File: src/rtl/mult_sched.sv
// rtl/mult_sched.sv - round-robin scheduler sharing one signed multiplier among requesters
module mult_sched #(
  parameter int WIDTH = 6,
  parameter int NREQ  = 4,
  parameter int IDW   = 2
) (
  input  logic                    clk,
  input  logic                    rst_n,
  input  logic [NREQ-1:0]         req_valid,
  output logic [NREQ-1:0]         req_ready,
  input  logic [NREQ*WIDTH-1:0]   req_x,
  input  logic [NREQ*WIDTH-1:0]   req_y,
  output logic                    rsp_valid,
  input  logic                    rsp_ready,
  output logic [IDW-1:0]          rsp_id,
  output logic [2*WIDTH-1:0]      rsp_z,
  output logic                    busy,
  output logic [15:0]             done_cnt
);

  typedef enum logic [1:0] {
    IDLE = 2'd0,
    CALC = 2'd1,
    RESP = 2'd2
  } state_t;

  state_t             state;
  logic [IDW-1:0]     rr_ptr;
  logic [IDW-1:0]     id_r;
  logic [WIDTH-1:0]   op_x;
  logic [WIDTH-1:0]   op_y;

  logic               gnt_any;
  logic [IDW-1:0]     gnt_idx;
  logic [WIDTH-1:0]   sel_x;
  logic [WIDTH-1:0]   sel_y;
  logic [IDW:0]       cand_sum;
  logic [2*WIDTH-1:0] prod;

  // Round-robin search: first valid requester at or after rr_ptr, wrapping at NREQ
  always_comb begin
    gnt_any  = 1'b0;
    gnt_idx  = '0;
    cand_sum = '0;
    for (int k = 0; k < NREQ; k++) begin
      cand_sum = {1'b0, rr_ptr} + (IDW+1)'(k);
      if (cand_sum >= (IDW+1)'(NREQ)) begin
        cand_sum = cand_sum - (IDW+1)'(NREQ);
      end
      if (!gnt_any && req_valid[cand_sum[IDW-1:0]]) begin
        gnt_any = 1'b1;
        gnt_idx = cand_sum[IDW-1:0];
      end
    end
  end

  // Operand mux and one-hot ready, only offered while idle
  always_comb begin
    sel_x     = '0;
    sel_y     = '0;
    req_ready = '0;
    for (int k = 0; k < NREQ; k++) begin
      if (gnt_idx == IDW'(k)) begin
        sel_x = req_x[k*WIDTH +: WIDTH];
        sel_y = req_y[k*WIDTH +: WIDTH];
        req_ready[k] = (state == IDLE) && gnt_any;
      end
    end
  end

  // Shared multiplier: sign-extend both operands so the 2W-bit product is exact
  assign prod = {{WIDTH{op_x[WIDTH-1]}}, op_x} * {{WIDTH{op_y[WIDTH-1]}}, op_y};

  assign busy = (state != IDLE);

  // Scheduler FSM: grant and latch operands, capture product, hold response until accepted
  always_ff @(posedge clk or negedge rst_n) begin
    if (!rst_n) begin
      state     <= IDLE;
      rr_ptr    <= '0;
      id_r      <= '0;
      op_x      <= '0;
      op_y      <= '0;
      rsp_valid <= 1'b0;
      rsp_id    <= '0;
      rsp_z     <= '0;
      done_cnt  <= '0;
    end else begin
      case (state)
        IDLE: begin
          if (gnt_any) begin
            op_x   <= sel_x;
            op_y   <= sel_y;
            id_r   <= gnt_idx;
            rr_ptr <= (gnt_idx == IDW'(NREQ-1)) ? '0 : gnt_idx + IDW'(1);
            state  <= CALC;
          end
        end
        CALC: begin
          rsp_z     <= prod;
          rsp_id    <= id_r;
          rsp_valid <= 1'b1;
          state     <= RESP;
        end
        RESP: begin
          if (rsp_ready) begin
            rsp_valid <= 1'b0;
            if (done_cnt != 16'hFFFF) begin
              done_cnt <= done_cnt + 16'd1;
            end
            state <= IDLE;
          end
        end
        default: begin
          state <= IDLE;
        end
      endcase
    end
  end

endmodule

File: config.mk
export PLATFORM = sky130hd
export DESIGN_NAME = mult_sched
export DESIGN_NICKNAME = d
export VERILOG_FILES = /design/src/rtl/mult_sched.sv
export SDC_FILE = /design/constraint.sdc
export NUM_CORES = 1
export LEC_CHECK = 0
export ABC_AREA = 1
export BUFFER_PORTS_ARGS = -buffer_cell sky130_fd_sc_hd__buf_4
export CAP_MARGIN = 15
export CORE_MARGIN = 3
export CORE_UTILIZATION = 45
export CTS_CLUSTER_SIZE = 12
export DETAILED_ROUTE_END_ITERATION = 10
export GPL_ROUTABILITY_DRIVEN = 0
export PLACE_DENSITY = 0.68
export SYNTH_ARGS = -nofsm -noshare
export SYNTH_HDL_FRONTEND = slang
export SYNTH_SLANG_ARGS = --single-unit
File: constraint.sdc
create_clock -name clk -period 5.2 [get_ports clk]
set_clock_uncertainty 0.1 [all_clocks]
set_input_delay 1.04 -clock clk [delete_from_list [all_inputs] [get_ports clk]]
set_output_delay 1.04 -clock clk [all_outputs]
set_load 0.01 [all_outputs]
# Yosys cells after proc, flatten, opt, wreduce, memory -nomap -nowiden
# Cells that the tools add are included.
# W data, S select, Z words.
# word_totals
output_inout_bits,36
register_bits,49
elab_cells,88
# classes
n_eq_ne,8
muxes,38
reduce_logical,15
multipliers,1
n_lt_le_gt_ge,8
n_addsub,9
# ops
operator,n
$mux W6,8
$mux W2,11
$add A16 B1 Y16 const B,1
$ne A16 B16 Y1 const B,1
$mux W1,13
$lt A2 B3 Y1 const B,4
$mul A6 B6 Y12,1
$ge A3 B3 Y1 const B,3
$bmux W1 S2,4
$sub A2 B1 Y2 const B,4
$add A2 B2 Y3 const B,2
$eq A2 B2 Y1 const B,3
$pmux W2 S3,1
$reduce_and A2 Y1,3
$eq A2 B1 Y1 const B,2
$logic_and A1 B1 Y1,4
$logic_not A2 Y1,2
$ne A2 B2 Y1 const B,2
$reduce_bool A2 Y1,2
$add A2 B1 Y3 const B,1
$ge A2 B3 Y1 const B,1
$logic_not A1 Y1,3
$reduce_and A3 Y1,1
$add A2 B1 Y2 const B,1
$pmux W1 S2,1

# Logic depth before layout (Yosys ltp)
# Gate-level depths: netlist of the first run.
# logic_depth
depth_word,19
depth_mapped,19
mapped_depth_nobuf,18

# Worst setup path after synthesis of the first run
# No wires, ideal clock.
# synth_timing
path_kind,register to register
startpoint,reg op_y[5]
endpoint,reg rsp_z[8]
path_buffers,0
setup_slack_ns,1.144
stages_incl_launch_ff,14
arrival_ns,3.874
period_less_slack_ns,4.056
setup_time_ns,0.082
cell_sequence,dfrtp_1 inv_1 or2_2 fa_1 fa_1 fa_1 inv_1 fa_1 inv_1 fa_1 inv_1 a31oi_1 or2_2 a31oi_1
# synth_via
elab_chain_len,1
# synth_rtl
element,line_no,rtl
start: declaration,31,logic [WIDTH-1:0] op_y;
start signal: assignment,93,op_y <= sel_y;
$mul A6 B6 Y12,72,"assign prod = {{WIDTH{op_x[WIDTH-1]}}, op_x} * {{WIDTH{op_y[WIDTH-1]}}, op_y};"
end signal: assignment,100,rsp_z <= prod;
end: declaration,16,"output logic [2*WIDTH-1:0] rsp_z,"
# No other way between the ends.
# A chain may end at the register's enable or synchronous reset.

# Worst setup path after layout of the first run
# layout_timing
startpoint,in req_valid[2]
endpoint,out req_ready[2]
# layout_via
elab_chain_len,14
# layout_rtl
element,line_no,rtl
start: declaration,9,"input logic [NREQ-1:0] req_valid,"
$bmux W1 S2,50,if (!gnt_any && req_valid[cand_sum[IDW-1:0]]) begin
$mux W1 (implied by the code),50,
$mux W1,50,
$logic_not A1 Y1,50,
$logic_and A1 B1 Y1,50,
$mux W1,50,
$logic_not A1 Y1,50,
$logic_and A1 B1 Y1,50,
$mux W1,50,
$logic_not A1 Y1,50,
$logic_and A1 B1 Y1,50,
$mux W2 (*),50,
named net gnt_idx[1],34,logic [IDW-1:0] gnt_idx;
$eq A2 B2 Y1 (*),63,if (gnt_idx == IDW'(k)) begin
$mux W1 (*),63,
end: declaration,10,"output logic [NREQ-1:0] req_ready,"
# Mark *: on every way through the listed nets, which the timed path passes. The rest lies on a longest branch. The select of a mux whose other input is x is not followed.

==> key figures, run 1 <==
Status
  • Status: complete, no violations

Pwr
  • Max IR drop VDD: 0.000380 V
  • PwrDens: 721 mW/mm²
  • Pleak: 2.87 nW

Clocking
  • CTS tree: done
  • Clock Tree Buf Depth: 2
  • Root Driver: clkbuf_8
  • H-tree depth: 2
  • Worst skew pair latency: 300 ps
  • Post-CTS setup buffers: 0
  • Post-CTS sizing: 0
  • CTS clk-pin slew, worst paths: 90 ps
  • Inserted Clock Buffers: 5
  • Clock sinks: between 40 and 50
  • Hold Buf Count CTS: 0

Global routing
  • First-pass GRT wire length: ~16000 µm
  • GR Overflow Total: 0
  • Largest net degree at the start of global routing: 50
  • GRT Resource Usage Total: 18.4%
  • Vias in the first global route: 3591
  • Initial antenna violation count: 0

Route
  • Pre-antenna DRT Iters: 4
  • DRC violations left: 0
  • Detailed Route WL: 9520 µm
  • Via count: 3808
  • Initial DRC Count: 126
  • Via density per instance: 4.93
  • DR WL/cell: around 12 µm
  • Number of routed nets with antenna violations: 0

Placed design
  • Cells after DPL: 764
  • Count of input and output buffers: 90
  • HPWL after DPL: 7560 µm
  • Post-DP Area: 0.00492 mm²
  • DP Worst Slack: ~1000 ps

Yosys
  • Post-synth top flop: dfrtp_1
  • Post-Syn Area per Cell: 7.22 µm²
  • Seq/Total Area, Yosys: 29.3%
  • Netlist cell types: 30
  • Mapped Cells: roughly 580
  • FF+latch count, synth: 49
  • Post-synth net total: 686
  • Async set-reset flop share out of synthesis: 100%
  • Mapped cell area: 0.00418 mm²
  • Number of synthesized flops with an enable pin: 0
  • Warnings, synthesis: 0

Floorplan
  • FP Rows: 34
  • Core area: roughly 0.0089 mm²
  • Die W: 102 µm
  • Die Y: 102 µm
  • Area of the die: roughly 0.010 mm²
  • Io pins: 91
  • Initial core utilization: 47.0%

Layout
  • N_diodes: 0
  • Nets: between 700 and 800
  • Post-layout util: between 50% and 60%
  • Finished Layout Cells: between 700 and 800
  • Share of cells above drive strength 1: 16.4%
  • Design Area, Final: about 0.005 mm²
  • Synthesis-to-finish area growth: 19.7%

STA
  • Fin. Hold Viols: 0
  • Crit path time final: 4220 ps
  • Max transition margin: 38.1%
  • Finish-stage setup viols: 0
  • Final Max Tran Viols: 0
  • Final WS setup: 982 ps
  • Final period utilization: 81.1%
  • Worst-Margin Slew: ~900 ps
  • Final TNS setup: 0 ps
  • Fmax: 237 MHz
  • RSZ-0062 raised after global routing: false

Min path
  • Critical hold path startpoint: rsp_z[2]
  • Hold Path Cell Cnt: 2
  • Hold worst-path end: rsp_z[2]
  • Min-delay worst type: reg -> reg

Critical path
  • Critical path class: in -> out
  • FF-to-FF path depth: 13
  • R2r setup slk: 1010 ps
  • Worst-path maximum fanout: 13
  • CP arrival: approximately 3100 ps
  • Critical Path Sink Type: primary output
  • Crit path launch type: input port
  • Critical R2R Launch: op_y[5]
  • CP Data Required Time: 4060 ps
  • Critical R2R Capture: rsp_z[8]

Job
  • Max_cap viols: 0
[cells in the final DEF (no fill, tap or decap), types with 2 or more instances in the layout]
master / count
fa_1: 26
or2_2: 3
xnor2_1: 11
inv_2: 3
o21ai_0: 42
inv_1: 90
dfrtp_1: 49
nor2_1: 24
buf_4: 91
nand2_1: 214
nand3_1: 26
nand2_2: 2
a21oi_1: 18
nand4_1: 5
o21ai_1: 2
nor3_1: 4
a31oi_1: 3
xor2_1: 10
ha_1: 26
clkbuf_8: 5
[through the flow]
step,total power (W),hold WS (ps)
global placement,0.00333,357
CTS,0.00366,385
global route,0.00410,418
floorplan,0.00273,349
finish,0.00361,382
detailed placement,0.00340,361
[power breakdown]
group	switching, W	internal, W	total (W)
clock	0.000135	0.0000963	0.000231
sequential	0.000164	0.000532	0.000696
combinational	0.00165	0.00104	0.00268
total	0.00194	0.00167	0.00361
[cells by family (layout without fill, tap and decap cells)]
logic type	Yosys count	count (layout)	share of synthesized area, %
and+or+nand+nor	282	282	27.4
buffers and inverters	108	193	10.4
AOI/OAI and AO/OA	66	66	8.05
adders and majority gates	52	52	20.2
DFF	49	49	29.3
xor gates and xnor gates	21	21	4.40
muxes	1	1	0.239
[layer usage]
metal	routed length (µm)	global-route usage [%]
met1	4350	25.0
met3	513	3.28
met5	0	0
met2	4580	31.2
met4	79	3.03
[Yosys cell counts (2+ instances only)]
master | instances | share of area, %
nand4_1 | 5 | 0.75
nand3_1 | 26 | 3.1
o21ai_1 | 2 | 0.24
inv_1 | 90 | 8.1
nand2_1 | 214 | 19
fa_1 | 26 | 12
xor2_1 | 10 | 2.1
nand2_2 | 2 | 0.30
nor2_1 | 24 | 2.2
inv_2 | 3 | 0.27
o21ai_0 | 42 | 5.0
ha_1 | 26 | 7.8
dfrtp_1 | 49 | 29
or2_2 | 3 | 0.45
a31oi_1 | 3 | 0.45
nor3_1 | 4 | 0.48
xnor2_1 | 11 | 2.3
clkbuf_1 | 8 | 0.72
buf_6 | 3 | 0.81
a21oi_1 | 18 | 2.2
[flip-flops by register name, indices dropped and copies added (netlist names)]
| register | cells |
|---|---|
| state | 2 |
| done_cnt | 16 |
| op_y | 6 |
| op_x | 6 |
| id_r | 2 |
| rsp_id | 2 |
| rsp_valid | 1 |
| rsp_z | 12 |
| rr_ptr | 2 |
[worst max-delay path by stage]
stage / startpoint / endpoint / depth (start not counted)
2_1_floorplan: op_y[5] / rsp_z[8] / 13
3_3_place_gp: op_y[5] / rsp_z[8] / 13
3_5_place_dp: req_valid[0] / req_ready[2] / 14
4_1_cts: op_y[5] / rsp_z[8] / 13
5_1_grt: rr_ptr[0] / req_ready[2] / 14
6_report: req_valid[2] / req_ready[2] / 14
[final cells by class]
| cell class | instances | area, µm² |
|---|---|---|
| fill | 863 | 3880 |
| multi-input combinational | 422 | 2520 |
| sequential | 49 | 1230 |
| timing repair buffer | 91 | 683 |
| inverter | 94 | 353 |
| tap | 108 | 135 |
| clock buffer | 6 | 72.6 |
| clock inverter | 2 | 13.8 |
[worst max-delay path, stage by stage]
cell and delay (ps):
buf_4 110, nand2_1 50, nand2_1 110, nand2_1 80
nand2_1 90, nor2_4 150, nand3_1 100, nand3_1 110
nand2_1 100, inv_1 90, ha_1 440, inv_1 290
nor2_1 160, buf_4 130
(Power assumes the default switching activity.)
==> inputs of run 2 (changes only) <==
--- a/config.mk
+++ b/config.mk
@@ -13,7 +13,7 @@
 export CTS_CLUSTER_SIZE = 12
 export DETAILED_ROUTE_END_ITERATION = 10
 export GPL_ROUTABILITY_DRIVEN = 0
-export PLACE_DENSITY = 0.68
+export PLACE_DENSITY = 0.71
 export SYNTH_ARGS = -nofsm -noshare
 export SYNTH_HDL_FRONTEND = slang
 export SYNTH_SLANG_ARGS = --single-unit
==> constraint.sdc (replaced) <==
create_clock -name clk -period 3.5 [get_ports clk]
set_clock_uncertainty 0.1 [all_clocks]
set_input_delay 0.7 -clock clk [delete_from_list [all_inputs] [get_ports clk]]
set_output_delay 0.7 -clock clk [all_outputs]
set_load 0.01 [all_outputs]
==> run 2 against run 1 <==
  * The run now ends with negative setup slack left
  * Via count is 4.6% higher
  * Global-route usage increased by 1.1 points
  * Worst setup slack worse by 1300 ps
  * Hold slack got worse by 92 ps
  * Non-clock buffer count rose by 38
  * Wire length increased by 5.9%
  * Critical path depth is 1 lower
  * Flip-flop and latch count did not move
  * Sequential share of layout area shrank 2.3 points
  * Utilization grew 6.3 points
==> key figures, run 2 (synthesis gave the netlist of run 1 again) <==
Status
  • Status: complete, but fails checks
  • Failing checks: negative setup slack

Clocking
  • H-tree depth: 2 (unchanged)
  • Inserted Clock Buffers: 5 (unchanged)
  • CTS clk-pin slew, worst paths: 90 ps (about the same)
  • Hold Buf Count CTS: 0 (unchanged)
  • CTS tree: done
  • Worst skew pair latency: 300 ps (about the same)
  • Clock sinks: 49 (unchanged)
  • Root Driver: clkbuf_8
  • Clock Tree Buf Depth: 2 (unchanged)

Critical path
  • CP arrival: 3980 ps (+900 ps)
  • Worst path max stage delay: 540 ps (+100 ps)
  • Worst-path maximum fanout: 3 (-10)
  • Slowest CP cell: fa_2
  • Cell mode on critical path: inv_2
  • CP Data Required Time: 3620 ps (-440 ps)
  • Critical Path Sink Type: register
  • Critical path class: reg -> reg
  • Critical Path Start: op_y[5]
  • Critical R2R Launch: op_y[5]
  • Crit path launch type: register
  • Critical path cell sequence: inv_2 > or2_4 > fa_1 > fa_1 > fa_1 > inv_2 > fa_2 > inv_2 > fa_2 > inv_2 > a31oi_2 > or2_4 > a31oi_2

Floorplan
  • FP Rows: 34 (unchanged)
  • Area of the die: 0.0105 mm² (unchanged)
  • Die Y: 102 µm (unchanged)
  • Core area: 0.00889 mm² (unchanged)
  • Io pins: 91 (unchanged)
  • Initial core utilization: 47.0% (unchanged)
  • Die W: 102 µm (unchanged)

Global routing
  • Initial antenna violation count: 0 (unchanged)
  • Met3 Use GR: 2.18% (-1.1 points)
  • Largest net degree at the start of global routing: 50 (unchanged)
  • First-pass GRT wire length: 16800 µm (+6.2%)
  • GRT busiest layer: met2
  • GRT Resource Usage Total: 19.5% (+1.1 points)
  • Vias in the first global route: 3893 (+8.4%)
  • Met1 Resource Use GR: 25.3% (+0.36 points)
  • GR Overflow Total: 0 (unchanged)
  • Routing usage on met2: 35.1% (+3.9 points)

STA
  • Final Hold Slack: 290 ps (-92.1 ps)
  • Final Max Tran Viols: 0 (unchanged)
  • Final WS setup: -353 ps (-1340 ps)
  • Crit path time final: 3850 ps
  • Max transition margin: 59.9% (+22 points)
  • Worst-Margin Slew: 602 ps (-323 ps)
  • Finish-stage setup viols: 7 (+7)
  • Final period utilization: 110%
  • Fmax: 260 MHz
  • Fin. Hold Viols: 0 (unchanged)
  • RSZ-0062 raised after global routing: true

Route
  • DR WL/cell: 12.5 µm (+0.94%)
  • Detailed Route WL: 10100 µm (+5.9%)
  • Initial DRC Count: 141 (+12%)
  • Number of routed nets with antenna violations: 0 (unchanged)
  • Via count: 3984 (+4.6%)
  • Via density per instance: 4.92 (-0.29%)
  • DRC violations left: 0 (unchanged)
  • Pre-antenna DRT Iters: 4 (unchanged)

Placed design
  • DP Worst Slack: -278 ps (-1260 ps)
  • Cells after DPL: 795 (+4.1%)
  • Count of input and output buffers: 90 (unchanged)
  • HPWL after DPL: 7940 µm (+5.1%)
  • Post-DP Area: 0.00523 mm² (+6.3%)

Layout
  • Commonest non-fill, non-tap cells in the layout: nand2_1 (209), buf_4 (128), inv_1 (83)
  • Design Area, Final: 0.00556 mm² (+11%)
  • N_diodes: 0 (unchanged)
  • Finished Layout Cells: 810 (+4.9%)
  • Biggest regs: done_cnt x16, rsp_z x12
  • Most common cell after layout, fill and taps aside: nand2_1
  • Synthesis-to-finish area growth: 33.1%
  • Share of cells above drive strength 1: 27.4% (+11 points)
  • Reg with most FFs: done_cnt
  • Nets: 808 (+4.9%)
  • Max FFs per register: 16 (unchanged)

Job
  • Max_cap viols: 0 (unchanged)

Min path
  • Min-delay worst type: in -> async
run 2: cell type report:
| type | instances | area [µm²] |
|---|---|---|
| Inverter | 94 | 353 |
| Sequential cell | 49 | 1230 |
| Tap cell | 108 | 135 |
| Clock buffer | 6 | 72.6 |
| Clock inverter | 2 | 38.8 |
| Fill cell | 785 | 3330 |
| Multi-Input combinational cell | 422 | 2760 |
| Timing Repair Buffer | 129 | 972 |
run 2: timing repair:
action,CTS,global route
resized for setup,14,26
setup endpoints to repair,7,22
setup buffers,3,7
pin swaps,14,11
run 2: per-stage QoR:
stage / TNS, ps / utilization (%)
finish: -1510 / 62.6
global route: -2280 / 62.6
CTS: -1120 / 61.2
detailed placement: -1300 / 58.8
global placement: -806 / 58.8
floorplan: -516 / -
run 2: critical path: cells and delay by family, from the launching register on:
kind	cells	cell delay, ps
flops	1	380
fa+ha+maj	5	2320
buf+inv	4	220
compound gates	2	270
simple gates	2	480
run 2: routing by layer:
metal	vias to the layer above	part of all wire (%)
li1	2020	-
met4	0	1.0
met1	1867	44
met3	9	3.8
met5	-	0
met2	88	51
run 2: worst paths after layout:
kind | endpoint | slack [ps] | depth (start not counted)
hold reg to reg | rsp_z[2] | 380 | 2
max in group asynchronous | op_x[4] | 2550 | 1
hold / removal | rsp_z[9] | 290 | 1
setup reg to reg | rsp_z[8] | -350 | 13
min in group clk | rsp_z[2] | 380 | 2
setup / recovery | rsp_z[8] | -350 | 13
Power of run 2 is not shown: default switching activity piles up to over one toggle a cycle in this logic, so the estimate is an artifact.
